<file path="src/rtl/vga_timing_pkg.sv">
// Shared timing defaults, width helper and adjust-mode type for the
// run-time adjustable VGA timing generator.
package vga_timing_pkg;

    localparam int DEF_H_ACTIVE   = 32'd640;
    localparam int DEF_H_FP       = 32'd16;
    localparam int DEF_H_SYNC     = 32'd96;
    localparam int DEF_H_BP       = 32'd48;
    localparam int DEF_V_ACTIVE   = 32'd480;
    localparam int DEF_V_FP       = 32'd10;
    localparam int DEF_V_SYNC     = 32'd2;
    localparam int DEF_V_BP       = 32'd33;
    localparam int DEF_DEB_CYCLES = 32'd250000;

    // Smallest width able to hold 0..value-1, never narrower than one bit.
    function automatic int clog2w(input int value);
        int w;
        w = 32'd1;
        for (int i = 32'd1; i < 32'd31; i++) begin
            if ((32'd1 << i) < value) begin
                w = i + 32'd1;
            end
        end
        return w;
    endfunction

    typedef enum logic {
        ADJ_H = 1'b0,
        ADJ_V = 1'b1
    } adj_mode_t;

endpackage

</file>
<file path="src/rtl/vga_timing_adj_if.sv">
// Key inputs and raster/status outputs of the adjustable VGA timing generator.
interface vga_timing_adj_if #(
    parameter int XW = 32'd10,
    parameter int YW = 32'd10
);
    logic [2:0]    key;
    logic          hsync;
    logic          vsync;
    logic          video_on;
    logic [XW-1:0] pixel_x;
    logic [YW-1:0] pixel_y;
    logic          frame_start;
    logic          adj_mode;
    logic [XW-1:0] h_off;
    logic [YW-1:0] v_off;

    modport master (
        input  key,
        output hsync, vsync, video_on, pixel_x, pixel_y, frame_start,
        output adj_mode, h_off, v_off
    );

    modport slave (
        output key,
        input  hsync, vsync, video_on, pixel_x, pixel_y, frame_start,
        input  adj_mode, h_off, v_off
    );
endinterface

</file>
<file path="src/rtl/vga_timing_adj_key_debounce.sv">
// Two-flop synchroniser plus counter debouncer for one key; emits a single
// press pulse on each accepted released->pressed transition.
module key_debounce
    import vga_timing_pkg::*;
#(
    parameter int DEB_CYCLES = DEF_DEB_CYCLES,
    parameter bit ACTIVE_LOW = 1'b1
) (
    input  logic clk,
    input  logic rst,
    input  logic key_in,
    output logic level,
    output logic press
);
    localparam int             CW       = clog2w(DEB_CYCLES);
    localparam logic [CW-1:0]  DEB_LAST = CW'(DEB_CYCLES - 32'd1);
    localparam logic [CW-1:0]  CNT_ONE  = {{(CW-1){1'b0}}, 1'b1};

    logic [1:0]    sync_r;
    logic [CW-1:0] cnt_r;
    logic          level_r;
    logic          press_r;
    logic          pressed_s;

    assign pressed_s = sync_r[1] ^ ACTIVE_LOW;

    // Bring the asynchronous pin into the clock domain, idling at the released level.
    always_ff @(posedge clk or posedge rst) begin
        if (rst) begin
            sync_r <= {2{ACTIVE_LOW}};
        end else begin
            sync_r <= {sync_r[0], key_in};
        end
    end

    // Accept a new level only after it has persisted for DEB_CYCLES clocks.
    always_ff @(posedge clk or posedge rst) begin
        if (rst) begin
            cnt_r   <= '0;
            level_r <= 1'b0;
            press_r <= 1'b0;
        end else begin
            press_r <= 1'b0;
            if (pressed_s == level_r) begin
                cnt_r <= '0;
            end else if (cnt_r == DEB_LAST) begin
                cnt_r   <= '0;
                level_r <= pressed_s;
                press_r <= pressed_s;
            end else begin
                cnt_r <= cnt_r + CNT_ONE;
            end
        end
    end

    assign level = level_r;
    assign press = press_r;
endmodule

</file>
<file path="src/rtl/vga_timing_adj.sv">
// Generic VGA sync generator whose visible window can be moved inside the
// porch budget by three debounced keys; offsets change only at frame boundaries.
module vga_timing_adj
    import vga_timing_pkg::*;
#(
    parameter int H_ACTIVE       = DEF_H_ACTIVE,
    parameter int H_FP           = DEF_H_FP,
    parameter int H_SYNC         = DEF_H_SYNC,
    parameter int H_BP           = DEF_H_BP,
    parameter int V_ACTIVE       = DEF_V_ACTIVE,
    parameter int V_FP           = DEF_V_FP,
    parameter int V_SYNC         = DEF_V_SYNC,
    parameter int V_BP           = DEF_V_BP,
    parameter bit HS_POL         = 1'b0,
    parameter bit VS_POL         = 1'b0,
    parameter int DEB_CYCLES     = DEF_DEB_CYCLES,
    parameter bit KEY_ACTIVE_LOW = 1'b1
) (
    input  logic             clk,
    input  logic             rst,
    vga_timing_adj_if.master bus
);
    localparam int H_TOTAL = H_ACTIVE + H_FP + H_SYNC + H_BP;
    localparam int V_TOTAL = V_ACTIVE + V_FP + V_SYNC + V_BP;
    localparam int XW      = clog2w(H_TOTAL);
    localparam int YW      = clog2w(V_TOTAL);

    localparam logic [XW-1:0] H_LAST    = XW'(H_TOTAL - 32'd1);
    localparam logic [YW-1:0] V_LAST    = YW'(V_TOTAL - 32'd1);
    localparam logic [XW-1:0] H_SYNC_W  = XW'(H_SYNC);
    localparam logic [YW-1:0] V_SYNC_W  = YW'(V_SYNC);
    localparam logic [XW-1:0] H_BP_W    = XW'(H_BP);
    localparam logic [YW-1:0] V_BP_W    = YW'(V_BP);
    localparam logic [XW-1:0] H_OFF_MAX = XW'(H_BP + H_FP);
    localparam logic [YW-1:0] V_OFF_MAX = YW'(V_BP + V_FP);
    localparam logic [XW:0]   H_ACT_X   = (XW+1)'(H_ACTIVE);
    localparam logic [YW:0]   V_ACT_X   = (YW+1)'(V_ACTIVE);
    localparam logic [XW-1:0] X_ONE     = {{(XW-1){1'b0}}, 1'b1};
    localparam logic [YW-1:0] Y_ONE     = {{(YW-1){1'b0}}, 1'b1};

    logic [XW-1:0] h_cnt_r, h_off_r, pend_h_r, pend_h_nxt_s, px_s;
    logic [YW-1:0] v_cnt_r, v_off_r, pend_v_r, pend_v_nxt_s, py_s;
    logic [XW:0]   h_start_s, h_end_s;
    logic [YW:0]   v_start_s, v_end_s;
    logic          h_last_s, v_last_s, h_win_s, v_win_s;
    logic          step_up_s, step_dn_s;
    logic [2:0]    key_level_s, key_press_s, key_event_s;
    adj_mode_t     mode_r;
    logic          hsync_r, vsync_r, video_on_r, frame_start_r;
    logic [XW-1:0] pixel_x_r;
    logic [YW-1:0] pixel_y_r;

    for (genvar i = 32'd0; i < 32'd3; i++) begin : g_key
        key_debounce #(
            .DEB_CYCLES (DEB_CYCLES),
            .ACTIVE_LOW (KEY_ACTIVE_LOW)
        ) u_deb (
            .clk    (clk),
            .rst    (rst),
            .key_in (bus.key[i]),
            .level  (key_level_s[i]),
            .press  (key_press_s[i])
        );
    end

    assign key_event_s = key_press_s & key_level_s;
    assign h_last_s    = (h_cnt_r == H_LAST);
    assign v_last_s    = (v_cnt_r == V_LAST);

    // Raster counters: the line counter advances on each pixel-counter wrap.
    always_ff @(posedge clk or posedge rst) begin
        if (rst) begin
            h_cnt_r <= '0;
            v_cnt_r <= '0;
        end else if (h_last_s) begin
            h_cnt_r <= '0;
            v_cnt_r <= v_last_s ? '0 : v_cnt_r + Y_ONE;
        end else begin
            h_cnt_r <= h_cnt_r + X_ONE;
        end
    end

    // Visible window sits right after sync plus the committed back porch.
    always_comb begin
        h_start_s = {1'b0, H_SYNC_W} + {1'b0, h_off_r};
        h_end_s   = h_start_s + H_ACT_X;
        v_start_s = {1'b0, V_SYNC_W} + {1'b0, v_off_r};
        v_end_s   = v_start_s + V_ACT_X;
        h_win_s   = ({1'b0, h_cnt_r} >= h_start_s) && ({1'b0, h_cnt_r} < h_end_s);
        v_win_s   = ({1'b0, v_cnt_r} >= v_start_s) && ({1'b0, v_cnt_r} < v_end_s);
        px_s      = h_cnt_r - h_start_s[XW-1:0];
        py_s      = v_cnt_r - v_start_s[YW-1:0];
    end

    // Raster outputs, all one clock behind the counters.
    always_ff @(posedge clk or posedge rst) begin
        if (rst) begin
            hsync_r       <= ~HS_POL;
            vsync_r       <= ~VS_POL;
            video_on_r    <= 1'b0;
            pixel_x_r     <= '0;
            pixel_y_r     <= '0;
            frame_start_r <= 1'b0;
        end else begin
            hsync_r       <= (h_cnt_r < H_SYNC_W) ? HS_POL : ~HS_POL;
            vsync_r       <= (v_cnt_r < V_SYNC_W) ? VS_POL : ~VS_POL;
            video_on_r    <= h_win_s & v_win_s;
            pixel_x_r     <= (h_win_s & v_win_s) ? px_s : '0;
            pixel_y_r     <= (h_win_s & v_win_s) ? py_s : '0;
            frame_start_r <= (h_cnt_r == '0) && (v_cnt_r == '0);
        end
    end

    // Simultaneous inc and dec cancel; the step goes to the mode before any toggle.
    always_comb begin
        step_up_s    = key_event_s[2] & ~key_event_s[1];
        step_dn_s    = key_event_s[1] & ~key_event_s[2];
        pend_h_nxt_s = pend_h_r;
        pend_v_nxt_s = pend_v_r;
        if (mode_r == ADJ_H) begin
            if (step_up_s && (pend_h_r != H_OFF_MAX)) begin
                pend_h_nxt_s = pend_h_r + X_ONE;
            end else if (step_dn_s && (pend_h_r != '0)) begin
                pend_h_nxt_s = pend_h_r - X_ONE;
            end else begin
                pend_h_nxt_s = pend_h_r;
            end
        end else begin
            if (step_up_s && (pend_v_r != V_OFF_MAX)) begin
                pend_v_nxt_s = pend_v_r + Y_ONE;
            end else if (step_dn_s && (pend_v_r != '0)) begin
                pend_v_nxt_s = pend_v_r - Y_ONE;
            end else begin
                pend_v_nxt_s = pend_v_r;
            end
        end
    end

    // Pending offsets track key presses; committed offsets load on the last clock of a frame.
    always_ff @(posedge clk or posedge rst) begin
        if (rst) begin
            mode_r   <= ADJ_H;
            pend_h_r <= H_BP_W;
            pend_v_r <= V_BP_W;
            h_off_r  <= H_BP_W;
            v_off_r  <= V_BP_W;
        end else begin
            pend_h_r <= pend_h_nxt_s;
            pend_v_r <= pend_v_nxt_s;
            if (key_event_s[0]) begin
                mode_r <= (mode_r == ADJ_H) ? ADJ_V : ADJ_H;
            end
            if (h_last_s && v_last_s) begin
                h_off_r <= pend_h_r;
                v_off_r <= pend_v_r;
            end
        end
    end

    assign bus.hsync       = hsync_r;
    assign bus.vsync       = vsync_r;
    assign bus.video_on    = video_on_r;
    assign bus.pixel_x     = pixel_x_r;
    assign bus.pixel_y     = pixel_y_r;
    assign bus.frame_start = frame_start_r;
    assign bus.adj_mode    = (mode_r == ADJ_V);
    assign bus.h_off       = h_off_r;
    assign bus.v_off       = v_off_r;
endmodule

</file>
<file path="src/flat_wrapper.sv">
// flat-port wrapper written by rule: the top's interface ports become plain ports
module vga_timing_adj_flat import vga_timing_pkg::*;
#(
    parameter int H_ACTIVE       = DEF_H_ACTIVE,
    parameter int H_FP           = DEF_H_FP,
    parameter int H_SYNC         = DEF_H_SYNC,
    parameter int H_BP           = DEF_H_BP,
    parameter int V_ACTIVE       = DEF_V_ACTIVE,
    parameter int V_FP           = DEF_V_FP,
    parameter int V_SYNC         = DEF_V_SYNC,
    parameter int V_BP           = DEF_V_BP,
    parameter bit HS_POL         = 1'b0,
    parameter bit VS_POL         = 1'b0,
    parameter int DEB_CYCLES     = DEF_DEB_CYCLES,
    parameter bit KEY_ACTIVE_LOW = 1'b1
)
  (clk, rst, bus_key, bus_hsync, bus_vsync, bus_video_on, bus_pixel_x, bus_pixel_y, bus_frame_start, bus_adj_mode, bus_h_off, bus_v_off);
  vga_timing_adj_if #(.XW((clog2w((H_ACTIVE + H_FP + H_SYNC + H_BP)))), .YW((clog2w((V_ACTIVE + V_FP + V_SYNC + V_BP))))) bus_i ();
  input  logic clk;
  input  logic rst;
  input wire logic [$bits(bus_i.key)-1:0] bus_key;
  output wire logic [$bits(bus_i.hsync)-1:0] bus_hsync;
  output wire logic [$bits(bus_i.vsync)-1:0] bus_vsync;
  output wire logic [$bits(bus_i.video_on)-1:0] bus_video_on;
  output wire logic [$bits(bus_i.pixel_x)-1:0] bus_pixel_x;
  output wire logic [$bits(bus_i.pixel_y)-1:0] bus_pixel_y;
  output wire logic [$bits(bus_i.frame_start)-1:0] bus_frame_start;
  output wire logic [$bits(bus_i.adj_mode)-1:0] bus_adj_mode;
  output wire logic [$bits(bus_i.h_off)-1:0] bus_h_off;
  output wire logic [$bits(bus_i.v_off)-1:0] bus_v_off;
  assign bus_i.key = bus_key;
  assign bus_hsync = bus_i.hsync;
  assign bus_vsync = bus_i.vsync;
  assign bus_video_on = bus_i.video_on;
  assign bus_pixel_x = bus_i.pixel_x;
  assign bus_pixel_y = bus_i.pixel_y;
  assign bus_frame_start = bus_i.frame_start;
  assign bus_adj_mode = bus_i.adj_mode;
  assign bus_h_off = bus_i.h_off;
  assign bus_v_off = bus_i.v_off;
  vga_timing_adj #(.H_ACTIVE(H_ACTIVE), .H_FP(H_FP), .H_SYNC(H_SYNC), .H_BP(H_BP), .V_ACTIVE(V_ACTIVE), .V_FP(V_FP), .V_SYNC(V_SYNC), .V_BP(V_BP), .HS_POL(HS_POL), .VS_POL(VS_POL), .DEB_CYCLES(DEB_CYCLES), .KEY_ACTIVE_LOW(KEY_ACTIVE_LOW)) u_core (.clk(clk), .rst(rst), .bus(bus_i));
endmodule
</file>
<file path="config.mk">
export PLATFORM = sky130hd
export DESIGN_NAME = vga_timing_adj_flat
export DESIGN_NICKNAME = d
export VERILOG_FILES = /design/src/rtl/vga_timing_pkg.sv /design/src/rtl/vga_timing_adj_if.sv /design/src/rtl/vga_timing_adj_key_debounce.sv /design/src/rtl/vga_timing_adj.sv /design/src/flat_wrapper.sv
export SDC_FILE = /design/constraint.sdc
export NUM_CORES = 1
export LEC_CHECK = 0
export ABC_AREA = 1
export CELL_PAD_IN_SITES_DETAIL_PLACEMENT = 2
export CELL_PAD_IN_SITES_GLOBAL_PLACEMENT = 2
export CORE_AREA = 4 4 175 177
export DETAILED_ROUTE_END_ITERATION = 7
export DIE_AREA = 0 0 179 181
export PLACE_DENSITY_LB_ADDON = 0.25
export REMOVE_ABC_BUFFERS = 1
export SYNTH_ARGS = -nofsm -noshare
export SYNTH_HDL_FRONTEND = slang
export SYNTH_SLANG_ARGS = --single-unit
</file>
<file path="constraint.sdc">
create_clock -name clk -period 6.6 [get_ports clk]
set_input_delay 0.66 -clock clk [delete_from_list [all_inputs] [get_ports clk]]
set_output_delay 0.66 -clock clk [all_outputs]
set_load 0.03 [all_outputs]
</file>
* Word level (Yosys, flattened, before mapping)
Index checks and enable logic that the tools add are counted.
Operators by class: add/sub/neg operators 15, order comparisons 6, equal/unequal tests 10, mux-type cells 23, bitwise logic cells 13, reductions and logical operators 19
Operators with widths (number):
- $mux 18 | 6
- $mux 10 | 8
- $add 18x1->18 const B | 3
- $eq 18x18->1 const B | 3
- $add 10x1->10 const B | 4
- $ge 10x11->1 | 2
- $lt 10x11->1 | 2
- $eq 10x10->1 const B | 2
- $logic_not 10->1 | 2
- $reduce_bool 10->1 | 2
- $sub 10x1->10 const B | 2
- $sub 10x10->10 | 2
- $add 11x10->11 const B | 1
- $add 11x9->11 const B | 1
- $add 2x10->11 const A | 1
- $add 7x10->11 const A | 1
- $lt 10x2->1 const B | 1
- $lt 10x7->1 const B | 1
- $ne 10x6->1 const B | 1
- $ne 10x7->1 const B | 1
- $reduce_and 2->1 | 5
- $mux 1 | 9
- $not 1->1 | 9
- $logic_and 1x1->1 | 8
- 4 further kinds | 9
Storage, ports and cells: flip-flop bits (word level) 151, bits of input ports 5, output and inout port bits 45, word-level logic and storage cells 111

* Logic depth before layout (Yosys ltp)
depth after elaboration 6, depth in mapped cells 21, depth with buffers taken out 20

* By module
From an unflattened synthesis, not the netlist that was laid out.
Unflattened totals: cell total of the unflattened synthesis 1110, area total of the unflattened synthesis 9078.7 um^2
Modules (own cells, without submodules):
- vga_timing_adj | times used 1, cells each 699, area each 5561.6 um^2, sequential area each 2139.6 um^2
- key_debounce | times used 3, cells each 137, area each 1172.4 um^2, sequential area each 553.0 um^2

* Least setup slack after synthesis
OpenSTA, ideal clock, no wires.
path kind register -> register, from reg u_core.v_off_r[1], in the netlist u_core.bus.v_off[1], to reg u_core.pixel_y_r[1], in the netlist u_core.bus.pixel_y[1], library setup time 0.069 ns, data arrival time 2.736 ns, required time 6.531 ns, setup slack 3.795 ns, stages on the path, launching flop included 20, buffers on the path 1, period minus slack after synthesis 2.805 ns, cells stage by stage dfrtp_1 -> ha_1 -> nand3_2 -> xnor2_1 -> inv_1 -> ha_1 -> ha_1 -> a21oi_1 -> o21a_1 -> nand2_1 -> nand2_1 -> nand2_1 -> nand2_1 -> nand2_1 -> nand2_1 -> nand3_1 -> nor2_1 -> nand2_2 -> buf_6 -> nor2_2
On the way: word-level cells in the longest chain between the ends 6, elaborated cells on any way between the ends 8, those cells by class add/sub: 3; order compare: 2; mux: 1; bitwise: 1; reduce/logical: 1
Ends and longest elaborated chain:
- from (decl) | RTL line vga_timing_adj.sv:42 | logic [YW-1:0] v_cnt_r, v_off_r, pend_v_r, pend_v_nxt_s, py_s;
- from (signal assigned) | RTL line vga_timing_adj.sv:155 | v_off_r <= pend_v_r;
- $add 2x10->11 (*) | RTL line vga_timing_adj.sv:87 | v_start_s = {1'b0, V_SYNC_W} + {1'b0, v_off_r};
- $add 11x9->11 | RTL line vga_timing_adj.sv:88 | v_end_s = v_start_s + V_ACT_X;
- $lt 10x11->1 | RTL line vga_timing_adj.sv:90 | v_win_s = ({1'b0, v_cnt_r} >= v_start_s) && ({1'b0, v_cnt_r} < v_end_s);
- $logic_and 1x1->1 | RTL line vga_timing_adj.sv:90
- $and 1x1->1 | RTL line vga_timing_adj.sv:109 | pixel_y_r <= (h_win_s & v_win_s) ? py_s : '0;
- $mux 10 (*) | RTL line vga_timing_adj.sv:109
- to (signal assigned) | RTL line vga_timing_adj.sv:109
- to (decl) | RTL line vga_timing_adj.sv:51 | logic [YW-1:0] pixel_y_r;
Mark *: on every way between the ends. The rest lies on a longest branch, timed or not. A chain may end at the register's enable or synchronous reset.

* Worst setup path after layout
from reg u_core.v_off_r[1], in the netlist u_core.bus.v_off[1], to reg u_core.pixel_x_r[9], in the netlist u_core.bus.pixel_x[9]
On the way: word-level cells in the longest chain between the ends 6, elaborated cells on any way between the ends 7, those cells by class add/sub: 2; order compare: 2; mux: 1; bitwise: 1; reduce/logical: 1
Ends and longest elaborated chain:
- $add 2x10->11 (*) | RTL line vga_timing_adj.sv:87
- $add 11x9->11 | RTL line vga_timing_adj.sv:88
- $lt 10x11->1 | RTL line vga_timing_adj.sv:90
- $logic_and 1x1->1 (*) | RTL line vga_timing_adj.sv:90
- $and 1x1->1 (*) | RTL line vga_timing_adj.sv:108 | pixel_x_r <= (h_win_s & v_win_s) ? px_s : '0;
- $mux 10 (*) | RTL line vga_timing_adj.sv:108
- to (signal assigned) | RTL line vga_timing_adj.sv:108
- to (decl) | RTL line vga_timing_adj.sv:50 | logic [XW-1:0] pixel_x_r;
Marked as above.

==> metrics.log <==
[metrics] number of vias per cell: 4.767
[metrics] VDD IR-drop max: 0.1743 mV
[metrics] actual slew at the worst max-slew pin: 1.069 ns
[metrics] number of clock buffers inserted by TritonCTS: 17
[metrics] fraction of layout cells with a size suffix above 1: between 7 and 8%
[metrics] # port buffers: 49
[metrics] highest net fanout along the worst path: 21
[metrics] Via Count: 7188
[metrics] Slew headroom: 28.70%
[metrics] cell at the root of the clock tree: sky130_fd_sc_hd__clkbuf_16
[metrics] multi-input gate area in the final layout: 4210 um^2
[metrics] wire length of the first global-routing pass: 40780 um
[metrics] number of instances in the synthesized netlist: between 1k and 1.5k
[metrics] Filler Cells Inserted: roughly 3.3k
[metrics] clock latency reported for the late side of the worst-skew pair: approximately 0.44 ns
[metrics] switching part of the total power: 22.27%
[metrics] Min-Delay Startpoint: u_core.g_key[1].u_deb.sync_r[0]
[metrics] most used flip-flop cell after synthesis: sky130_fd_sc_hd__dfrtp_1
[metrics] minimum clock period: 3.298 ns
[metrics] Yosys warning total: 0
[metrics] RSZ-0062 raised after global routing: no
[metrics] antenna-violating nets left: 0
[metrics] DP HPWL: 18140 um
[metrics] class of the tightest hold or removal check: reg2reg
[metrics] fraction of the core area covered by cells at the end of the flow: a little over a third
[metrics] post-layout total power: 2.017 mW
[metrics] commonest non-fill, non-tap cell in the layout: sky130_fd_sc_hd__nand2_1
[metrics] Routed wire per std cell: roughly 16 um
[metrics] standby leakage power: approximately 4.8 nW
[metrics] combined area of all synthesized cells: 8660 um^2
[metrics] buffer count from post-CTS setup fixing: 0
[metrics] Max Root-Sink Buffers: 2
[metrics] die boundary height: 181 um
[metrics] number of violations of the max-capacitance limit: 0
[metrics] Post-route DRC: 0
[metrics] Pint: around 1.6 mW
[metrics] register area share after synthesis: 43.87%
[metrics] worst endpoint data arrival time: 3.65 ns
[metrics] I/O pin total: 50
[metrics] most frequent cells in the layout: 177 x sky130_fd_sc_hd__nand2_1, 153 x sky130_fd_sc_hd__inv_1, 135 x sky130_fd_sc_hd__dfrtp_1, 115 x sky130_fd_sc_hd__nor2_1, 61 x sky130_fd_sc_hd__o21ai_0
[metrics] number of flops mapped to enable cells by yosys: 0
[metrics] setup skew after layout: 0.01277 ns
[metrics] Post-CTS Hold Fix Bufs: 0
[metrics] final setup vio count: 0
[metrics] clock edge transition at the registers on the reported setup and hold paths: 0.07 ns
[metrics] CTS H-Tree Depth: 4
[metrics] final-report hold violation count: 0
[metrics] pin count of the biggest net entering global routing: 96
[metrics] CP startpoint: u_core.bus.v_off[1]
[metrics] category of the most critical setup path: reg2reg
[metrics] max-slew violation count: 0
[metrics] register area: 3799 um^2
[metrics] setup tns final: 0 ns
[metrics] placed cell count: 1476
[metrics] number of non-filler instances in the completed layout: between 1.5k and 2k
[metrics] biggest area consumer among synthesized cells: sky130_fd_sc_hd__dfrtp_1
[metrics] Synth Area per Inst: 8.263 um^2
[metrics] core region area: 29240 um^2
[metrics] worst path setup slack after routing: around 3.3 ns
[metrics] CTS tree: done
[metrics] number of global-route vias before repair: 7950
[metrics] portion of synthesized cell area occupied by the leading cell type: 39.01%
[metrics] Total Nets Final: 1167
[metrics] global routing usage summed across all routing layers: 15.56%
[metrics] Worst setup EP type: flip-flop
[metrics] Async SR Flop Fraction: 100.0%
[metrics] Die W: 179 um
[metrics] std cell rows: 63
[metrics] Die Outline Area: 32400 um^2
[metrics] run status: complete, no violations
[metrics] total wire length: 23910 um
[metrics] cell types occupying the most area after synthesis: sky130_fd_sc_hd__dfrtp_1 39%, sky130_fd_sc_hd__nand2_1 7.7%, sky130_fd_sc_hd__ha_1 7.7%, sky130_fd_sc_hd__inv_1 6.7%, sky130_fd_sc_hd__nor2_1 5.0%
[metrics] Area growth syn-to-layout: 17.82%
[metrics] power spent charging and discharging nets: 0.4493 mW
[metrics] Flop pwr share: 46.5%
[metrics] DRT Pass-1 Iters: 4
[metrics] Synth cell types: 45
[metrics] Overflow after GRT: 0
[metrics] Iter 0 DRT Violations: 192
[metrics] Setup WS pre-CTS: 3.257 ns
[metrics] highest attainable clock frequency: a little over 300 MHz
[metrics] final cycle utilization of the critical path: between 40% and 50%
[metrics] flops & latches, synth: 151
[metrics] initial core utilization: 29.61%
[metrics] count of inserted antenna diode cells: 0
[metrics] Resize count post-CTS: 0
[metrics] number of antenna violations at the first check in global routing: 0
[metrics] last weighted congestion value of the routability-driven placer: 0.7710
[metrics] total power per unit cell area: 197.7 nW/um^2
[metrics] Clock power frac: between 50% and 60%
[metrics] required time reported for the critical path endpoint: 6.95 ns
[metrics] Critical Path Source Type: flip-flop
[metrics] clk sink count: 151
[metrics] Critical R2R Launch: u_core.bus.v_off[1]
[metrics] Comb power frac: ~1.9%
cell families after synthesis:
| group | count (synthesis) | share of synthesized area [%] |
|---|---|---|
| fa+ha+maj | 57 | 8.583 |
| buf+inv | 168 | 7.513 |
| flops | 151 | 43.87 |
| simple gates | 459 | 24.04 |
| compound gates | 152 | 9.825 |
| xor+xnor | 61 | 6.170 |
cells in the mapped netlist (2+ instances only):
master,instances
sky130_fd_sc_hd__xor2_1,48
sky130_fd_sc_hd__a21o_1,4
sky130_fd_sc_hd__dfrtp_1,135
sky130_fd_sc_hd__nor2_4,3
sky130_fd_sc_hd__ha_1,53
sky130_fd_sc_hd__nand4_1,19
sky130_fd_sc_hd__o311ai_0,2
sky130_fd_sc_hd__nor3b_1,9
sky130_fd_sc_hd__buf_6,2
sky130_fd_sc_hd__nand2_1,177
sky130_fd_sc_hd__nor2_2,19
sky130_fd_sc_hd__nor2_1,115
sky130_fd_sc_hd__nand3b_1,4
sky130_fd_sc_hd__a21oi_1,55
sky130_fd_sc_hd__o21a_1,5
sky130_fd_sc_hd__nor3_1,32
sky130_fd_sc_hd__o21ai_2,2
sky130_fd_sc_hd__clkbuf_1,8
sky130_fd_sc_hd__a211oi_1,3
sky130_fd_sc_hd__nand2_2,3
sky130_fd_sc_hd__or2_2,4
sky130_fd_sc_hd__o31ai_1,3
sky130_fd_sc_hd__nand3_1,58
sky130_fd_sc_hd__o21bai_1,4
sky130_fd_sc_hd__nor4_1,9
sky130_fd_sc_hd__a31oi_1,7
sky130_fd_sc_hd__o21ai_0,61
sky130_fd_sc_hd__fa_1,4
sky130_fd_sc_hd__xnor2_1,13
sky130_fd_sc_hd__dfstp_2,16
sky130_fd_sc_hd__nand3_2,4
sky130_fd_sc_hd__inv_1,154
final cells by class:
class,count,area share (%)
Sequential cell,151,37.23
Tap cell,390,4.783
Timing Repair Buffer,50,4.881
Clock inverter,10,1.398
Inverter,156,5.789
Multi-Input combinational cell,729,41.27
Clock buffer,22,4.648
per-stage QoR:
step	area, um^2	hold WS [ns]
floorplan	8594	0.3452
global placement	9585	0.3484
detailed placement	9585	0.3481
CTS	10200	0.3570
global route	10200	0.3602
finish	10200	0.3556
final timing paths:
check / to / slack (ns) / cells past startpoint
setup / recovery: u_core.bus.pixel_x[9] / 3.30 / 18
max in group asynchronous: u_core.g_key[0].u_deb.cnt_r[9] / 4.50 / 3
min in group asynchronous: u_core.bus.pixel_x[5] / 0.81 / 2
setup reg to reg: u_core.bus.pixel_x[9] / 3.30 / 18
hold reg to reg: u_core.g_key[1].u_deb.sync_r[1] / 0.36 / 0
hold / removal: u_core.g_key[1].u_deb.sync_r[1] / 0.36 / 0
state kept, by name, summed over array words and instances, names as in the netlist, 3 cells and up:
name	cells
u_core.bus.h_off	10
u_core.g_key.u_deb.level	3
u_core.h_cnt_r	10
u_core.pend_h_r	10
u_core.bus.pixel_y	10
u_core.bus.v_off	10
u_core.bus.pixel_x	10
u_core.g_key.u_deb.press	3
u_core.g_key.u_deb.sync_r	6
u_core.v_cnt_r	10
u_core.g_key.u_deb.cnt_r	54
u_core.pend_v_r	10
critical path: stages (launching register included):
cell                      delay, ns
sky130_fd_sc_hd__dfrtp_1       0.44
sky130_fd_sc_hd__ha_1          0.26
sky130_fd_sc_hd__nand3_2       0.13
sky130_fd_sc_hd__xnor2_1       0.23
sky130_fd_sc_hd__inv_1         0.12
sky130_fd_sc_hd__ha_1          0.29
sky130_fd_sc_hd__ha_1          0.30
sky130_fd_sc_hd__a21oi_1       0.16
sky130_fd_sc_hd__o21a_1        0.14
sky130_fd_sc_hd__nand2_1       0.05
sky130_fd_sc_hd__nand2_1       0.06
sky130_fd_sc_hd__nand2_1       0.05
sky130_fd_sc_hd__nand2_1       0.06
sky130_fd_sc_hd__nand2_1       0.05
sky130_fd_sc_hd__nand2_1       0.05
sky130_fd_sc_hd__nand3_1       0.06
sky130_fd_sc_hd__nor2_1        0.13
sky130_fd_sc_hd__nand2_2       0.41
sky130_fd_sc_hd__nor2_2        0.21
power groups by stage:
stage / logic [mW] / clock network [mW] / registers [mW]
floorplan: 0.0253 / 0 / 0.954
global placement: 0.0390 / 0 / 0.955
detailed placement: 0.0405 / 0 / 0.955
CTS: 0.0406 / 1.09 / 0.938
global route: 0.0452 / 1.12 / 0.938
finish: 0.0373 / 1.04 / 0.938
routing by layer:
layer	vias up	GRT usage, %	wire length (um)
met5	-	0	0
met4	0	3.899	291
met3	20	2.469	412
met2	51	27.03	12160
met1	3596	20.13	11040
li1	3521	-	-
No activity file was read; power rests on OpenSTA's default activity.
